File: src/rtl/count_bcd_conv_pkg.sv
// count_bcd_pkg: shared state type, digit width and DIGITS sizing helper for the BCD converter
package count_bcd_pkg;
  typedef enum logic [1:0] {IDLE, SHIFT, DONE} state_e;
  localparam int BCD_DIGIT_W = 4;
  function automatic int digits_needed(input int width);
    longint unsigned lim = 64'd10;
    int d = 1;
    for (int i = 0; i < 19; i++)
      if (lim <= (64'd1 << width) - 64'd1) begin
        lim = lim * 64'd10;
        d++;
      end
    return d;
  endfunction
endpackage

File: src/rtl/count_bcd_conv_if.sv
// count_bcd_conv_if: request/result bundle between the counter side and the BCD converter
interface count_bcd_conv_if #(
  parameter int WIDTH = 8,
  parameter int DIGITS = 3
);
  logic start;
  logic sgn;
  logic [WIDTH-1:0] bin;
  logic busy;
  logic done;
  logic [4*DIGITS-1:0] bcd;
  logic neg;
  modport master(output start, sgn, bin, input busy, done, bcd, neg);
  modport slave(input start, sgn, bin, output busy, done, bcd, neg);
endinterface

File: src/rtl/count_bcd_conv_digit_adj.sv
// bcd_digit_adj: double-dabble correction cell, adds 3 to a BCD digit of 5 or more
module bcd_digit_adj
  import count_bcd_pkg::*;
(
  input  logic [BCD_DIGIT_W-1:0] d_i,
  output logic [BCD_DIGIT_W-1:0] d_o
);
  assign d_o = (d_i >= BCD_DIGIT_W'(5)) ? d_i + BCD_DIGIT_W'(3) : d_i;
endmodule

File: src/rtl/count_bcd_conv.sv
// count_bcd_conv: one-bit-per-clock shift-and-add-3 binary-to-BCD converter with optional signed input
module count_bcd_conv
  import count_bcd_pkg::*;
#(
  parameter int WIDTH = 8,
  parameter int DIGITS = 3
) (
  input logic clk,
  input logic rst,
  count_bcd_conv_if.slave bus
);
  localparam int SW = BCD_DIGIT_W * DIGITS;
  localparam int CW = $clog2(WIDTH + 1);
  if (DIGITS < digits_needed(WIDTH)) begin : g_bad_digits
    $error("count_bcd_conv: DIGITS too small to hold 2**WIDTH-1");
  end
  state_e state_q, state_d;
  logic [CW-1:0] cnt_q, cnt_d;
  logic [WIDTH-1:0] op_q, op_d, mag;
  logic [SW-1:0] scr_q, scr_d, scr_adj, bcd_q, bcd_d;
  logic [SW+WIDTH-1:0] sh;
  logic sign_q, sign_d, neg_q, neg_d, neg_in, accept;
  for (genvar i = 0; i < DIGITS; i++) begin : g_adj
    bcd_digit_adj u_adj (
      .d_i(scr_q[i*BCD_DIGIT_W +: BCD_DIGIT_W]),
      .d_o(scr_adj[i*BCD_DIGIT_W +: BCD_DIGIT_W])
    );
  end
  // negating the most negative value yields its true magnitude when read as unsigned
  assign neg_in = bus.sgn & bus.bin[WIDTH-1];
  assign mag = neg_in ? -bus.bin : bus.bin;
  assign accept = bus.start & (state_q != SHIFT);
  assign sh = {scr_adj[SW-2:0], op_q, 1'b0};
  always_comb begin
    state_d = state_q;
    cnt_d = cnt_q;
    op_d = op_q;
    scr_d = scr_q;
    sign_d = sign_q;
    bcd_d = bcd_q;
    neg_d = neg_q;
    if (accept) begin
      state_d = SHIFT;
      cnt_d = CW'(WIDTH);
      op_d = mag;
      scr_d = '0;
      sign_d = neg_in;
    end else if (state_q == SHIFT) begin
      scr_d = sh[SW+WIDTH-1:WIDTH];
      op_d = sh[WIDTH-1:0];
      cnt_d = cnt_q - 1'b1;
      if (cnt_q == CW'(1)) begin
        state_d = DONE;
        bcd_d = sh[SW+WIDTH-1:WIDTH];
        neg_d = sign_q;
      end
    end else if (state_q == DONE) begin
      state_d = IDLE;
    end
  end
  // results load on the final shift edge so they are already valid during the done cycle
  always_ff @(posedge clk or posedge rst)
    if (rst) begin
      state_q <= IDLE;
      cnt_q <= '0;
      op_q <= '0;
      scr_q <= '0;
      sign_q <= 1'b0;
      bcd_q <= '0;
      neg_q <= 1'b0;
    end else begin
      state_q <= state_d;
      cnt_q <= cnt_d;
      op_q <= op_d;
      scr_q <= scr_d;
      sign_q <= sign_d;
      bcd_q <= bcd_d;
      neg_q <= neg_d;
    end
  assign bus.busy = state_q == SHIFT;
  assign bus.done = state_q == DONE;
  assign bus.bcd = bcd_q;
  assign bus.neg = neg_q;
endmodule

File: src/flat_wrapper.sv
// flat-port wrapper written by rule: the top's interface ports become plain ports
module count_bcd_conv_flat import count_bcd_pkg::*;
#(
  parameter int WIDTH = 8,
  parameter int DIGITS = 3
)
  (clk, rst, bus_start, bus_sgn, bus_bin, bus_busy, bus_done, bus_bcd, bus_neg);
  count_bcd_conv_if #(.WIDTH(WIDTH), .DIGITS(DIGITS)) bus_i ();
  input logic clk;
  input logic rst;
  input wire logic [$bits(bus_i.start)-1:0] bus_start;
  input wire logic [$bits(bus_i.sgn)-1:0] bus_sgn;
  input wire logic [$bits(bus_i.bin)-1:0] bus_bin;
  output wire logic [$bits(bus_i.busy)-1:0] bus_busy;
  output wire logic [$bits(bus_i.done)-1:0] bus_done;
  output wire logic [$bits(bus_i.bcd)-1:0] bus_bcd;
  output wire logic [$bits(bus_i.neg)-1:0] bus_neg;
  assign bus_i.start = bus_start;
  assign bus_i.sgn = bus_sgn;
  assign bus_i.bin = bus_bin;
  assign bus_busy = bus_i.busy;
  assign bus_done = bus_i.done;
  assign bus_bcd = bus_i.bcd;
  assign bus_neg = bus_i.neg;
  count_bcd_conv #(.WIDTH(WIDTH), .DIGITS(DIGITS)) u_core (.clk(clk), .rst(rst), .bus(bus_i));
endmodule
File: config.mk
export PLATFORM = sky130hd
export DESIGN_NAME = count_bcd_conv_flat
export DESIGN_NICKNAME = d
export VERILOG_FILES = /design/src/rtl/count_bcd_conv_pkg.sv /design/src/rtl/count_bcd_conv_if.sv /design/src/rtl/count_bcd_conv_digit_adj.sv /design/src/rtl/count_bcd_conv.sv /design/src/flat_wrapper.sv
export SDC_FILE = /design/constraint.sdc
export NUM_CORES = 1
export LEC_CHECK = 0
export ABC_AREA = 0
export CORE_MARGIN = 2
export CORE_UTILIZATION = 58
export CTS_CLUSTER_SIZE = 10
export DETAILED_ROUTE_END_ITERATION = 7
export GPL_TIMING_DRIVEN = 0
export PLACE_DENSITY = 0.86
export SYNTH_ARGS = -nofsm -noshare
export SYNTH_HDL_FRONTEND = slang
export SYNTH_HIERARCHICAL = 1
export SYNTH_SLANG_ARGS = --single-unit
File: constraint.sdc
create_clock -name clk -period 4.15 [get_ports clk]
set_clock_uncertainty 0.05 [all_clocks]
set_input_delay 0.415 -clock clk [delete_from_list [all_inputs] [get_ports clk]]
set_output_delay 0.415 -clock clk [all_outputs]
set_load 0.02 [all_outputs]
==> results.toml <==
[clock_tree]
ctsHoldBuffers = 0
cts_root_buf = "clkbuf_8"
numCtsBuffers = 5
cts_tree = "yes"
clk_latency_ns = 0.30
h-tree-depth = 2
cts_sinks = 40
clk_pin_slew_ns = 0.08
cts_resized = 0
cts_setup_buffers = 0
cts_max_path_buffers = 2

[worst_setup_path]
critPathMaxStageDelay_ns = 0.65
cp-end-kind = "primary output"
crit_family = "buffers and inverters"
cp-start-kind = "flip-flop"
crit_required_ns = 3.68
reg2reg_slack_ns = 2.35
cp_num_buf_inv = 2
cp_slowest_cell = "clkdlybuf4s50_1"
crit_cells = 3
reg2reg_from = "u_core/state_q[1]$_DFFE_PP0P_"
crit_type = "reg2out"
path_max_fanout = 6
crit_path_end = "bus_busy"
crit_chain = "inv_1, ha_1, clkdlybuf4s50_1"
arrival_ns = 1.69
startpoint = "u_core/state_q[1]$_DFFE_PP0P_"
rr_endpoint = "u_core/op_q[4]$_DFFE_PP0P_"
reg2reg_depth = 6

[detailed_routing]
first_pass_iters = 4
routedWlPerCell_um = 13.12
viasPerCell = 5.300
drc = 0
initialDrtViolationCount = 116
dr_total_vias = 1606
wl_mm = 3.976
ant_nets = 0

[timing]
holdWs_ns = 0.4354
tightest_slew_ns = 0.8129
finalSetupViolCount = 0
rsz0062_at_grt = "false"
finalCriticalPeriod_ns = 2.155
clock.fmax_ghz = 0.4641
relSlewSlack = 0.4573
drv_slew = 0
finalSetupTns_ns = 0
finalCritPeriodShare = 0.5192
hold_viol = 0

[grt]
grt_pass1_vias = 1491
grt-ovfl-total = 0
antenna_found_initial = 0
grt_start_max_net_pins = 41
grt_pass1_wl_mm = 6.768
grt_use_total = 0.2117

[die]
core_region_area_um2 = 3606
dieArea_um2 = 4223
rows = 22
start_util = 0.5982
die_h_um = 64.99
pin_count = 27
die_width_um = 64.99

[placed_design]
place_inst = 295
placement.io_buffers = 26
hpwl_mm = 2.850
gp_congestion = 0.7563

[synthesis]
synth_nets = 244
ys_warn_count = 6
avgSynthCellArea_um2 = 9.760
synth_area_um2 = 2157
synth_cells = 221

[cells_and_area]
area_growth_pct = 19.03
drive_gt1_frac = 0.1216
n_antenna_cell = 0
final_cells = 303
layout.nets = 277

[run]
drv_cap = 0

[pwr]
ir_drop_mv = 0.3090
leakage_nw = 1.173
p_per_area_nw_per_um2 = 704.2

[worst_hold_path]
hold_class = "reg2reg"

[run_status]
status = "finished clean"
==> sequential cells by signal, indices dropped and copies added, names as in the netlist <==
| signal | flops |
|---|---|
| u_core/cnt_q | 4 |
| u_core/op_q | 8 |
| u_core/bus.bcd | 12 |
| u_core/scr_q | 12 |
| u_core/bus.neg | 1 |
| u_core/sign_q | 1 |
| u_core/state_q | 2 |
==> worst min-delay path by stage <==
stage,to,slack [ns],startpoint,cells past startpoint
2_1_floorplan,u_core/sign_q$_DFFE_PP0P_,0.39,u_core/sign_q$_DFFE_PP0P_,2
3_3_place_gp,u_core/op_q[3]$_DFFE_PP0P_,0.41,u_core/op_q[2]$_DFFE_PP0P_,2
3_5_place_dp,u_core/sign_q$_DFFE_PP0P_,0.42,u_core/sign_q$_DFFE_PP0P_,2
4_1_cts,u_core/sign_q$_DFFE_PP0P_,0.44,u_core/sign_q$_DFFE_PP0P_,2
5_1_grt,u_core/sign_q$_DFFE_PP0P_,0.47,u_core/sign_q$_DFFE_PP0P_,2
6_report,u_core/sign_q$_DFFE_PP0P_,0.44,u_core/sign_q$_DFFE_PP0P_,2
==> layout make-up <==
cell class,instances,area (um^2)
Clock buffer,8,90.09
Tap cell,48,60.06
Buffer,8,57.56
Inverter,15,56.30
Multi-Input combinational cell,158,1042
Fill cell,268,1039
Timing Repair Buffer,26,260.3
Sequential cell,40,1001
==> tightest hold or removal path, cell delays in order (launching register included) <==
cell     delay, ns
dfrtp_1       0.34
nand2_1       0.04
o21ai_0       0.06
==> power by group <==
| part | switching (W) | internal [W] | leakage (nW) | total [W] |
|---|---|---|---|---|
| logic | 0.000466 | 0.000403 | 0.604 | 0.000869 |
| clock network | 0.000134 | 0.000136 | 0.0455 | 0.000270 |
| registers | 0.000119 | 0.000550 | 0.524 | 0.000669 |
==> cell usage in the layout, fill, tap and decap left out <==
| master | instances |
|---|---|
| nor2b_1 | 1 |
| nand3_1 | 1 |
| ha_1 | 11 |
| a211o_1 | 1 |
| o311ai_0 | 1 |
| buf_12 | 1 |
| a21oi_2 | 3 |
| dfrtp_1 | 40 |
| inv_1 | 13 |
| mux2i_1 | 6 |
| nand2b_1 | 6 |
| clkinv_1 | 1 |
| buf_1 | 1 |
| buf_2 | 3 |
| clkbuf_1 | 4 |
| a311oi_1 | 1 |
| inv_2 | 1 |
| a22o_1 | 1 |
| buf_6 | 1 |
| nor3_1 | 2 |
| a21o_1 | 1 |
| mux2_2 | 4 |
| nor3b_1 | 4 |
| and2_4 | 1 |
| mux2_4 | 9 |
| nand2_1 | 47 |
| a21oi_1 | 6 |
| nor3b_2 | 1 |
| a22o_2 | 1 |
| clkbuf_8 | 6 |
| o31a_1 | 1 |
| o21ai_0 | 25 |
| nor2_1 | 13 |
| a31oi_1 | 1 |
| clkdlybuf4s50_1 | 26 |
| xnor2_1 | 8 |
| o21ai_1 | 2 |
==> per-layer routing <==
metal / track usage / vias up / wire length [um]
li1: - / 798 / -
met1: 0.2642 / 763 / 1736
met2: 0.3531 / 37 / 1991
met3: 0.04340 / 8 / 170
met4: 0.09574 / 0 / 77
met5: 0 / - / 0
==> metrics by stage <==
step	worst slack, ns	instance area (um^2)	total power, W	util
2_1_floorplan	2.488	2157	0.001270	-
3_3_place_gp	1.921	2477	0.001508	0.6870
3_5_place_dp	2.285	2477	0.001547	0.6870
4_1_cts	1.977	2567	0.001817	0.7120
5_1_grt	1.925	2567	0.001950	0.7120
6_report	1.995	2567	0.001808	0.7120
Power figures use the tool's default switching activity.
